--- src/rtl/mem_rx_pkg.sv ---
// mem_rx_pkg
//   Shared encodings for the load-receive block: load scope (size) codes,
//   error codes reported on err_code_o, FSM state type, and a helper that
//   decides whether a load address is misaligned for its size.
package mem_rx_pkg;

  // Load size encodings as presented on scope_i.
  localparam logic [1:0] SCOPE_BYTE = 2'b00;
  localparam logic [1:0] SCOPE_HALF = 2'b01;
  localparam logic [1:0] SCOPE_RSVD = 2'b10;
  localparam logic [1:0] SCOPE_WORD = 2'b11;

  // Error codes on err_code_o.
  localparam logic [1:0] ERR_NONE     = 2'b00;
  localparam logic [1:0] ERR_TIMEOUT  = 2'b01;
  localparam logic [1:0] ERR_MISALIGN = 2'b10;
  localparam logic [1:0] ERR_SCOPE    = 2'b11;

  typedef enum logic {
    ST_IDLE = 1'b0,
    ST_WAIT = 1'b1
  } state_e;

  // Half loads need an even address, word loads need a 4-byte aligned one.
  function automatic logic is_misaligned(input logic [1:0] scope, input logic [1:0] lsb);
    return ((scope == SCOPE_HALF) && lsb[0]) ||
           ((scope == SCOPE_WORD) && (lsb != 2'b00));
  endfunction

endpackage

--- src/rtl/mem_rx_extract.sv ---
// mem_rx_extract
//   Combinational lane select and sign/zero extension of a word-aligned
//   read word into the 32-bit value written back for a load.
// Ports:
//   rdata_i  [31:0] word-aligned read data
//   scope_i  [1:0]  load size (byte/half/word)
//   signed_i        1 = sign-extend byte/half, 0 = zero-extend
//   lsb_i    [1:0]  address bits [1:0]
//   data_o   [31:0] extracted, extended data
module mem_rx_extract
  import mem_rx_pkg::*;
(
  input  logic [31:0] rdata_i,
  input  logic [1:0]  scope_i,
  input  logic        signed_i,
  input  logic [1:0]  lsb_i,
  output logic [31:0] data_o
);

  logic [7:0]  byte_lane;
  logic [15:0] half_lane;

  always_comb begin
    // Little-endian byte lanes.
    case (lsb_i)
      2'b00:   byte_lane = rdata_i[7:0];
      2'b01:   byte_lane = rdata_i[15:8];
      2'b10:   byte_lane = rdata_i[23:16];
      default: byte_lane = rdata_i[31:24];
    endcase

    // Only lsb[1] picks the half; an odd half address is not corrected here.
    half_lane = lsb_i[1] ? rdata_i[31:16] : rdata_i[15:0];

    case (scope_i)
      SCOPE_BYTE: data_o = {{24{signed_i & byte_lane[7]}}, byte_lane};
      SCOPE_HALF: data_o = {{16{signed_i & half_lane[15]}}, half_lane};
      default:    data_o = rdata_i;
    endcase
  end

endmodule

--- src/rtl/mem_rx.sv ---
// mem_rx
//   Load-receive stage: accepts a pending load from the memory-execute
//   stage, waits for read data from the mem-cache (stalling the pipeline),
//   extracts and extends the addressed lane and issues a one-cycle
//   writeback, or a one-cycle error strobe on timeout / reserved size /
//   (optionally) misalignment.
// Configuration:
//   MEM_RX_ALIGN_CHECK_EN  when defined, misaligned half/word loads report
//                          ERR_MISALIGN instead of writing back.
// Parameters:
//   TIMEOUT  max cycles spent in WAIT before a timeout error (>= 1)
// Ports:
//   clk, rst_n (async, active-low)
//   ren_i, scope_i[1:0], signed_i, addr_lsb2_i[1:0], wreg_i[4:0]  load request
//   mem_rdata_i[31:0], mem_rvalid_i                               read data
//   wb_en_o, wb_reg_o[4:0], wb_data_o[31:0]                       writeback
//   stall_o                                                       pipeline hold
//   err_o, err_code_o[1:0]                                        error strobe
module mem_rx
  import mem_rx_pkg::*;
#(
  parameter int TIMEOUT = 15
) (
  input  logic        clk,
  input  logic        rst_n,
  input  logic        ren_i,
  input  logic [1:0]  scope_i,
  input  logic        signed_i,
  input  logic [1:0]  addr_lsb2_i,
  input  logic [4:0]  wreg_i,
  input  logic [31:0] mem_rdata_i,
  input  logic        mem_rvalid_i,
  output logic        wb_en_o,
  output logic [4:0]  wb_reg_o,
  output logic [31:0] wb_data_o,
  output logic        stall_o,
  output logic        err_o,
  output logic [1:0]  err_code_o
);

  localparam int CNT_W = (TIMEOUT > 1) ? $clog2(TIMEOUT) : 1;
  localparam logic [CNT_W-1:0] CNT_MAX = CNT_W'(TIMEOUT - 1);

  state_e           state_q;
  logic [CNT_W-1:0] cnt_q;

  // Load attributes captured when the load is accepted in IDLE.
  logic [1:0] scope_q;
  logic       signed_q;
  logic [1:0] lsb_q;
  logic [4:0] wreg_q;

  logic        wb_en_q;
  logic [4:0]  wb_reg_q;
  logic [31:0] wb_data_q;
  logic        err_q;
  logic [1:0]  err_code_q;

  // When data arrives in the same cycle as the request, the captured
  // registers are not loaded yet, so use the live inputs instead.
  logic        in_idle;
  logic [1:0]  sel_scope;
  logic        sel_signed;
  logic [1:0]  sel_lsb;
  logic [4:0]  sel_wreg;
  logic        data_take;
  logic        misalign;
  logic [31:0] ext_data;

  assign in_idle    = (state_q == ST_IDLE);
  assign sel_scope  = in_idle ? scope_i     : scope_q;
  assign sel_signed = in_idle ? signed_i    : signed_q;
  assign sel_lsb    = in_idle ? addr_lsb2_i : lsb_q;
  assign sel_wreg   = in_idle ? wreg_i      : wreg_q;

  // rvalid only counts when a load is actually outstanding.
  assign data_take = mem_rvalid_i && (in_idle ? ren_i : 1'b1);

`ifdef MEM_RX_ALIGN_CHECK_EN
  assign misalign = is_misaligned(sel_scope, sel_lsb);
`else
  assign misalign = 1'b0;
`endif

  mem_rx_extract u_extract (
    .rdata_i  (mem_rdata_i),
    .scope_i  (sel_scope),
    .signed_i (sel_signed),
    .lsb_i    (sel_lsb),
    .data_o   (ext_data)
  );

  always_ff @(posedge clk or negedge rst_n) begin
    if (!rst_n) begin
      state_q    <= ST_IDLE;
      cnt_q      <= '0;
      scope_q    <= SCOPE_BYTE;
      signed_q   <= 1'b0;
      lsb_q      <= 2'b00;
      wreg_q     <= 5'd0;
      wb_en_q    <= 1'b0;
      wb_reg_q   <= 5'd0;
      wb_data_q  <= 32'd0;
      err_q      <= 1'b0;
      err_code_q <= ERR_NONE;
    end else begin
      // Strobes default low; wb_reg/wb_data hold their last value.
      wb_en_q    <= 1'b0;
      err_q      <= 1'b0;
      err_code_q <= ERR_NONE;

      if (data_take) begin
        if (sel_scope == SCOPE_RSVD) begin
          err_q      <= 1'b1;
          err_code_q <= ERR_SCOPE;
        end else if (misalign) begin
          err_q      <= 1'b1;
          err_code_q <= ERR_MISALIGN;
        end else begin
          wb_en_q   <= 1'b1;
          wb_reg_q  <= sel_wreg;
          wb_data_q <= ext_data;
        end
      end

      if (state_q == ST_IDLE) begin
        if (ren_i) begin
          scope_q  <= scope_i;
          signed_q <= signed_i;
          lsb_q    <= addr_lsb2_i;
          wreg_q   <= wreg_i;
          if (!mem_rvalid_i) begin
            state_q <= ST_WAIT;
            cnt_q   <= '0;
          end
        end
      end else begin
        if (mem_rvalid_i) begin
          state_q <= ST_IDLE;
        end else if (cnt_q == CNT_MAX) begin
          state_q    <= ST_IDLE;
          err_q      <= 1'b1;
          err_code_q <= ERR_TIMEOUT;
        end else begin
          cnt_q <= cnt_q + CNT_W'(1);
        end
      end
    end
  end

  assign wb_en_o    = wb_en_q;
  assign wb_reg_o   = wb_reg_q;
  assign wb_data_o  = wb_data_q;
  assign err_o      = err_q;
  assign err_code_o = err_code_q;
  assign stall_o    = (state_q == ST_WAIT);

endmodule
--- config.mk ---
export PLATFORM = sky130hd
export DESIGN_NAME = mem_rx
export DESIGN_NICKNAME = d
export VERILOG_FILES = /design/src/rtl/mem_rx_pkg.sv /design/src/rtl/mem_rx_extract.sv /design/src/rtl/mem_rx.sv
export SDC_FILE = /design/constraint.sdc
export NUM_CORES = 1
export LEC_CHECK = 0
export CORE_ASPECT_RATIO = 1.1
export CORE_UTILIZATION = 40
export CTS_CLUSTER_DIAMETER = 150
export CTS_CLUSTER_SIZE = 12
export DETAILED_ROUTE_END_ITERATION = 16
export GPL_TIMING_DRIVEN = 1
export HOLD_SLACK_MARGIN = 0.05
export PLACE_DENSITY_LB_ADDON = 0.2
export SETUP_SLACK_MARGIN = 0.05
export SYNTH_ARGS = -nofsm -noshare
export SYNTH_HDL_FRONTEND = slang
export SYNTH_SLANG_ARGS = --single-unit
--- constraint.sdc ---
create_clock -name clk -period 2.5 [get_ports clk]
set_input_delay 0.25 -clock clk [delete_from_list [all_inputs] [get_ports clk]]
set_output_delay 0.25 -clock clk [all_outputs]
set_load 0.01 [all_outputs]
# Word-level counts from Yosys, hierarchy flattened
# Cells that the tools add are included.
totals:
  reg_bits: 56
  output_inout_bits: 42
  word_cells: 60
op_classes:
  add_sub_neg: 1
  eq_ne: 6
  muxes: 30
  bitwise_logic: 5
  n_reduce_logical: 7
op_table:
  columns: ["op", "count"]
  rows:
  - ["case mux 32 bit (2 select lines)", 1]
  - ["case mux 8 bit (3 select lines)", 1]
  - ["two-way mux 4 bit", 5]
  - ["two-way mux 16 bit", 1]
  - ["two-way mux 1 bit", 14]
  - ["two-way mux 2 bit", 7]
  - ["two-way mux 5 bit", 1]
  - ["adder 4 x 1 -> 4 bit (second input constant)", 1]
  - ["equality test 2 x 1 -> 1 bit (second input constant)", 2]
  - ["equality test 2 bit (second input constant)", 2]
  - ["equality test 4 bit (second input constant)", 1]
  - ["logical NOT 2 bit", 2]
  - ["AND reduction 2 bit", 2]
  - ["inverter 1 bit", 3]
  - ["AND reduction 3 bit", 1]
  - ["bitwise AND 1 bit", 2]
  - ["!= test 2 bit (second input constant)", 1]
  - ["nonzero test 2 bit", 1]
  - ["logical AND 1 bit", 1]

# Depth between registers and ports, before layout
# Gate-level depths: netlist of the first run.
logic_depth:
  ltp_word: 7
  mapped_depth: 9
  mapped_depth_nobuf: 7

# Cells and area by module
# Synthesis of the first run repeated with hierarchy kept, for this count alone.
unflattened:
  hier_cells: 277
  hier_area_um2: 3209.3
modules_own_cells:
  columns: ["module", "n_inst", "cells_each", "area_per_inst_um2", "seq_area_each_um2"]
  rows:
  - ["mem_rx", 1, 162, 2333.5, 1376.3]
  - ["mem_rx_extract", 1, 115, 875.8, 0.0]

# Worst setup path before layout of the first run
# OpenSTA, ideal clock, no wires.
synth_timing:
  path_type: "register -> register"
  startpoint: "register state_q (netlist: stall_o)"
  endpoint: "register wb_data_q[22] (netlist: wb_data_o[22])"
  setup_ns: 0.152
  arrival_ns: 1.861
  t_required_ns: 2.348
  path_slack_ns: 0.487
  stages_incl_launch_ff: 10
  period_less_slack_ns: 2.013
  path_cell_list: "dfrtp_1 -> buf_6 -> mux2_4 -> a21o_1 -> buf_4 -> inv_2 -> o31a_1 -> o41a_4 -> buf_6 -> a221oi_2"
synth_between:
  elab_chain_len: 5
synth_lines:
  columns: ["element", "line_no", "text"]
  rows:
  - ["start, declared", "mem_rx.sv:44", "state_e state_q;"]
  - ["start signal, assigned", "mem_rx.sv:95", "state_q <= ST_IDLE;"]
  - ["start signal, assigned", "mem_rx.sv:133", "state_q <= ST_WAIT;"]
  - ["start signal, assigned", "mem_rx.sv:139", "state_q <= ST_IDLE;"]
  - ["two-way mux 2 bit", "mem_rx.sv:73", "assign sel_lsb = in_idle ? addr_lsb2_i : lsb_q;"]
  - ["equality test 2 bit, or another cell as far along", "mem_rx_extract.sv:25", "case (lsb_i)"]
  - ["case mux 8 bit (3 select lines)", "mem_rx_extract.sv:25", null]
  - ["bitwise AND 1 bit", "mem_rx_extract.sv:36", "SCOPE_BYTE: data_o = {{24{signed_i & byte_lane[7]}}, byte_lane};"]
  - ["case mux 32 bit (2 select lines)", "mem_rx_extract.sv:35", "case (scope_i)"]
  - ["end signal, assigned", "mem_rx.sv:122", "wb_data_q <= ext_data;"]
  - ["end, declared", "mem_rx.sv:55", "logic [31:0] wb_data_q;"]
# Parallel ways exist; a longest one is shown, timed or not.
# A chain may end at the register's enable or synchronous reset.

# Worst setup path after layout of the first run
layout_timing:
  startpoint: "register state_q (netlist: stall_o)"
  endpoint: "register wb_data_q[21] (netlist: wb_data_o[21])"
# The elaborated chain is that of the path after synthesis.

==> metrics.cfg, run 1 <==
[timing]
tightest_slew_ns = 1.03
hold_viol_final = 0
setup_tns_ns = 0
fin_skew_ns = 0.00837
drv_slew = 0
rsz0062_at_grt = no
timing.final.crit_share_pct = 86.5
slew_headroom_pct = 31.4
fmax_mhz = 463
whs_ns = 0.108
fin_crit_ns = 2.16
setup_violations = 0

[cts]
cts_root_buffer = clkbuf_8
cts.sinks = 55
cts_buffers = 5
clock_path_buffers = 2
clkLatencyLatePin_ns = 0.31
cts_resized = 0
htree_levels = 2
cts_tree = yes
post_cts_buffers = 0
postCtsHoldBufs = 0
clkTransAtPathRegs_ns = 0.10

[critical_path]
critPathMaxFanout = 16
start_kind = flop
cp-end-kind = flop
r2r_slack_ns = 0.34
critPathArrivalTime_ns = 2.30
worstSetupPathType = flop to flop
required_ns = 2.64
reg2regPathDepth = 7
timing.rr.start = stall_o$_DFF_PN0_
regToRegEndpoint = wb_data_o[21]$_DFFE_PN0P_

[synthesis]
synth_top_area_cell = dfrtp_1
ys_seq_elements = 55
avgSynthCellArea_um2 = 9.47
synth_top_area_share_pct = 44.2
synthMostInstantiatedCell = dfrtp_1
netlist_instances = 329
yosys-top-cells-count = dfrtp_1, o21ai_0, nand2_1, nor2_1, a21oi_1
synth.distinct_cells = 45
async_flop_share_pct = 100
synth_warnings = 0
synth_enable_flop_cells = 0
synth-seq-area-share_pct = 44.2
synth.net_count = 377
synth_ff_type = dfrtp_1
syn_area_mm2 = 0.00312
synthTopCellsByArea = dfrtp_1, o21ai_0, a21oi_1

[pwr]
leakagePower_nw = 1.71
p_per_area_mw_per_mm2 = 664
vdd_drop_max_v = 0.000264

[layout]
post-route-util_pct = 56.0
stdcell_area_mm2 = 0.00421
nets = 465
n_antenna_cell = 0
syn2layout_area_growth_pct = 35.0
final_cells = 523
drive_gt1_share_pct = 13.6
fillers = 684

[floorplanning]
die_w_um = 86.2
die_area_mm2 = 0.00815
die_h_um = 94.6
initial_core_util_pct = 41.5
fp.coreArea_mm2 = 0.00751
row_count = 33
ios = 88

[placed_design]
port_buffers = 87
place_inst = 515
gp_congestion = 0.792
dpl.hpwl_um = 6160
place_area_mm2 = 0.00412

[grt]
grt_pass1_wl_um = 13900
antenna_found_initial = 0
track_usage_pct = 21.9
grt.overflow.total = 0
grt_max_degree = 46
grt_pass1_vias = 2780

[routing]
avgRoutedWirePerCell_um = 16.3
drt-initial-drc-count = 191
vias_per_cell = 5.47
drc = 0
postRouteAntennaNets = 0
vias = 2862
routed_wl_um = 8540
dr.pass1.iters = 4

[outcome]
status = complete, no violations

[run]
max-cap-violations = 0

[worst_hold_path]
min_path_type = input port to async pin

==> worst max-delay path, stage by stage (launching register included) <==
cell and delay, ns:
dfrtp_1 0.36, buf_4 0.23, mux2_4 0.36, a21o_1 0.33
inv_2 0.11, o31a_1 0.14, o41a_4 0.33, a221oi_1 0.13
==> cell families (layout without fill, tap and decap cells) <==
family,count (synthesis),after routing,synth area share [%]
mux,28,28,9.84
xor+xnor,2,2,0.562
flops,55,55,44.2
fa+ha+maj,2,2,0.803
buf+inv,27,116,4.38
compound gates,120,120,27.6
simple gates,95,95,12.6
==> final cells by class <==
type / count / area [um2] / share of cell area, %
clock inverters: 3 / 15.0 / 0.357
clock buffers: 5 / 68.8 / 1.64
inverters: 3 / 11.3 / 0.268
repair buffers: 105 / 1000 / 23.8
well taps: 105 / 131 / 3.12
multi-input cells: 247 / 1600 / 38.1
flip-flops and latches: 55 / 1380 / 32.7
==> report_power, final <==
group | total [mW] | switching [mW] | leakage, nW | internal [mW]
clock network | 0.489 | 0.296 | 0.0477 | 0.193
logic | 1.10 | 0.514 | 0.991 | 0.583
registers | 1.21 | 0.132 | 0.672 | 1.07
==> flip-flops by register name, summed over array words and instances, names as in the netlist, 2 cells and up <==
signal / cells
wb_data_o: 32
lsb_q: 2
err_code_o: 2
scope_q: 2
wreg_q: 5
cnt_q: 4
wb_reg_o: 5
==> how the worst max path moves through the flow <==
stage | startpoint | to | slack, ns | cells past startpoint
CTS | stall_o$_DFF_PN0_ | wb_data_o[21]$_DFFE_PN0P_ | 0.33 | 7
global route | stall_o$_DFF_PN0_ | wb_data_o[18]$_DFFE_PN0P_ | 0.17 | 7
global placement | addr_lsb2_i[1] | wb_data_o[19]$_DFFE_PN0P_ | 0.27 | 6
detailed placement | addr_lsb2_i[1] | wb_data_o[21]$_DFFE_PN0P_ | 0.20 | 6
floorplan | stall_o$_DFF_PN0_ | wb_data_o[22]$_DFFE_PN0P_ | 0.49 | 9
finish | stall_o$_DFF_PN0_ | wb_data_o[21]$_DFFE_PN0P_ | 0.34 | 7
==> routing by layer <==
metal  part of all wire (%)  GRT usage [%]
met1                     46           31.0
met2                     47           34.4
met3                    5.0           3.32
met4                    2.0           7.36
met5                      0              0
==> per-stage QoR <==
stage / total power, mW / setup WS (ns)
2_1_floorplan: 1.76 / 0.487
3_3_place_gp: 2.30 / 0.266
3_5_place_dp: 2.32 / 0.199
4_1_cts: 2.81 / 0.330
5_1_grt: 2.97 / 0.166
6_report: 2.79 / 0.339
==> placed cells by master (no fill, tap or decap), drive strengths merged <==
| cell type | instances |
|---|---|
| o31a | 1 |
| o31ai | 1 |
| nand2 | 38 |
| nor3 | 2 |
| nor2 | 38 |
| xor2 | 2 |
| a221oi | 16 |
| dfrtp | 55 |
| a22o | 2 |
| and3 | 1 |
| o32a | 7 |
| nand2b | 3 |
| clkbuf | 5 |
| o22ai | 2 |
| mux2i | 16 |
| o211ai | 1 |
| nor4 | 1 |
| o2bb2ai | 1 |
| a2bb2oi | 1 |
| o32ai | 2 |
| a21o | 2 |
| nand4 | 1 |
| ha | 2 |
| nand3 | 7 |
| buf | 19 |
| inv | 3 |
| clkinv | 3 |
| o21bai | 1 |
| or2 | 1 |
| or3 | 2 |
| mux2 | 12 |
| o21ai | 43 |
| o41a | 1 |
| a21oi | 31 |
| nand3b | 1 |
| a211oi | 7 |
| clkdlybuf4s50 | 86 |
| a31oi | 1 |
Note: power is estimated with default switching activity, not from simulation.
==> run 2, diff against run 1 <==
- CTS_BUF_LIST: unset -> sky130_fd_sc_hd__clkbuf_16
==> run 2 against run 1 <==
Compared with the run above: sequential share of layout area is 0.43 points lower; worst setup slack better by 0.0040 ns; cell area is 1.3% higher; register-to-register slack hardly changed; count of clock-buffer cells in the layout stayed put; critical path depth stayed put; combinational power hardly changed; routed wire length is 1.5% higher; clock power is 39% higher; sequential cell count stayed put; first-iteration DRC count is 6.8% lower; non-clock buffer count stayed put; largest cell class unchanged; largest power group unchanged.
==> metrics.cfg, run 2 (synthesis results as in run 1) <==
[timing]
setup_tns_ns = 0  ; unchanged
drv_slew = 0  ; unchanged
setup_violations = 0  ; unchanged
hold_viol_final = 0  ; unchanged
fin_crit_ns = 2.16  ; -0.00400 ns
slew_headroom_pct = 31.9  ; +0.50 points
tightest_slew_ns = 1.02  ; -0.00753 ns
fmax_mhz = 464  ; +0.19%
fin_skew_ns = 0.00402  ; -0.00435 ns
rsz0062_at_grt = no
timing.final.crit_share_pct = 86.3  ; -0.16 points

[critical_path]
cp_slowest_cell = mux2_4
critPathArrivalTime_ns = 2.28  ; -0.02 ns
worstSetupPathType = flop to flop
slowest_delay_ns = 0.36  ; about the same
required_ns = 2.62  ; -0.02 ns
critPathMaxFanout = 16  ; unchanged
critical_path.top_delay_family = compound AO/OA/AOI/OAI gates
cp-end-kind = flop
start_kind = flop
path_cells = buf_4 -> mux2_4 -> a21o_1 -> inv_2 -> o31a_1 -> o41a_4 -> a221oi_1
crit_buf_inv = 2  ; unchanged

[layout]
fillers = 679  ; -0.73%
syn2layout_area_growth_pct = 36.8
drive_gt1_share_pct = 13.6  ; unchanged
n_antenna_cell = 0  ; unchanged
post-route-util_pct = 56.7  ; +0.75 points
mostFrequentLayoutCell = clkdlybuf4s50_1
multi_input_area_mm2 = 0.00160  ; unchanged
nets = 465  ; unchanged
mostFrequentLayoutCells = clkdlybuf4s50_1, dfrtp_1, o21ai_0
seq_area_mm2 = 0.00138  ; unchanged
largest_reg_flops = 32  ; unchanged

[cts]
clock_path_buffers = 2  ; unchanged
cts_resized = 0  ; unchanged
clkTransAtPathRegs_ns = 0.07  ; -0.03 ns
clkLatencyLatePin_ns = 0.29  ; -0.02 ns
htree_levels = 2  ; unchanged
post_cts_buffers = 0  ; unchanged
cts_buffers = 5  ; unchanged
postCtsHoldBufs = 0  ; unchanged
cts_tree = yes
cts_root_buffer = clkbuf_16
cts.sinks = 55  ; unchanged

[grt]
track_usage_pct = 22.1  ; +0.21 points
grt_pass1_vias = 2793  ; +0.47%
antenna_found_initial = 0  ; unchanged
grt.overflow.total = 0  ; unchanged
grt_pass1_wl_um = 14000  ; +0.89%
grt_max_degree = 46  ; unchanged

[pwr]
p_seq_share_pct = 40.4  ; -2.8 points
power.clock.fraction_pct = 22.8  ; +5.3 points
p_per_area_mw_per_mm2 = 701  ; +5.6%
swShare_pct = 32.2  ; -1.5 points
p_switching_mw = 0.963  ; +2.2%
internal-power_mw = 2.03  ; +9.5%
leakagePower_nw = 1.74  ; +1.5%
vdd_drop_max_v = 0.000289  ; +9.7%
power_frac_comb_pct = 36.8  ; -2.5 points

[routing]
dr.pass1.iters = 4  ; unchanged
routed_wl_um = 8660  ; +1.5%
postRouteAntennaNets = 0  ; unchanged
vias = 2887  ; +0.87%
avgRoutedWirePerCell_um = 16.6  ; +1.5%
vias_per_cell = 5.52  ; +0.87%
drc = 0  ; unchanged
drt-initial-drc-count = 178  ; -6.8%

[floorplanning]
die_area_mm2 = 0.00815  ; unchanged
ios = 88  ; unchanged
initial_core_util_pct = 41.5  ; unchanged
die_w_um = 86.2  ; unchanged
die_h_um = 94.6  ; unchanged
fp.coreArea_mm2 = 0.00751  ; unchanged
row_count = 33  ; unchanged

[run]
max-cap-violations = 0  ; unchanged

[placed_design]
dpl.hpwl_um = 6160  ; unchanged
port_buffers = 87  ; unchanged
gp_congestion = 0.792  ; unchanged

[outcome]
status = complete, no violations

[worst_hold_path]
min_path_type = input port to async pin

## run 2: power by group through the flow
| stage | clock (mW) | combinational, mW | sequential [mW] |
|---|---|---|---|
| floorplan | 0 | 0.488 | 1.27 |
| global placement | 0 | 1.08 | 1.22 |
| detailed placement | 0 | 1.10 | 1.22 |
| CTS | 0.693 | 1.11 | 1.21 |
| global route | 0.738 | 1.20 | 1.23 |
| finish | 0.680 | 1.10 | 1.21 |
## run 2: final cells by class
| cell class | count | share of cell area [%] |
|---|---|---|
| clock buffer | 5 | 2.93 |
| clock inverter | 3 | 0.352 |
| inverter | 3 | 0.264 |
| multi-input combinational | 247 | 37.6 |
| sequential | 55 | 32.3 |
| tap | 105 | 3.08 |
| timing repair buffer | 105 | 23.5 |
## run 2: stage by stage
stage                     cell area (um2)  setup WS, ns  power, mW  hold slack, ns  cells
after global placement               4120         0.266       2.30           0.470    515
final                                4260         0.343       2.99           0.132    523
after global routing                 4260         0.172       3.17           0.218    523
after floorplan                      3120         0.487       1.76         -0.0456    329
after CTS                            4260         0.335       3.01           0.161    523
after detailed placement             4120         0.199       2.32           0.475    515
## run 2: final timing paths
check,start,endpoint,slack (ns),depth (start not counted)
min,rst_n,wreg_q[0]$_DFFE_PN0P_,0.13,1
max,stall_o$_DFF_PN0_,wb_data_o[21]$_DFFE_PN0P_,0.34,7
min in group clk,wb_reg_o[2]$_DFFE_PN0P_,wb_reg_o[2]$_DFFE_PN0P_,0.49,2
max in group asynchronous,rst_n,wb_data_o[6]$_DFFE_PN0P_,1.65,2
min reg2reg,wb_reg_o[2]$_DFFE_PN0P_,wb_reg_o[2]$_DFFE_PN0P_,0.49,2
max reg2reg,stall_o$_DFF_PN0_,wb_data_o[21]$_DFFE_PN0P_,0.34,7
## run 2: routing by layer
layer / GRT usage [%] / share of wire [%]
met1: 31.2 / 46
met5: 0 / 0
met2: 35.4 / 48
met4: 5.97 / 1.8
met3: 3.41 / 4.5
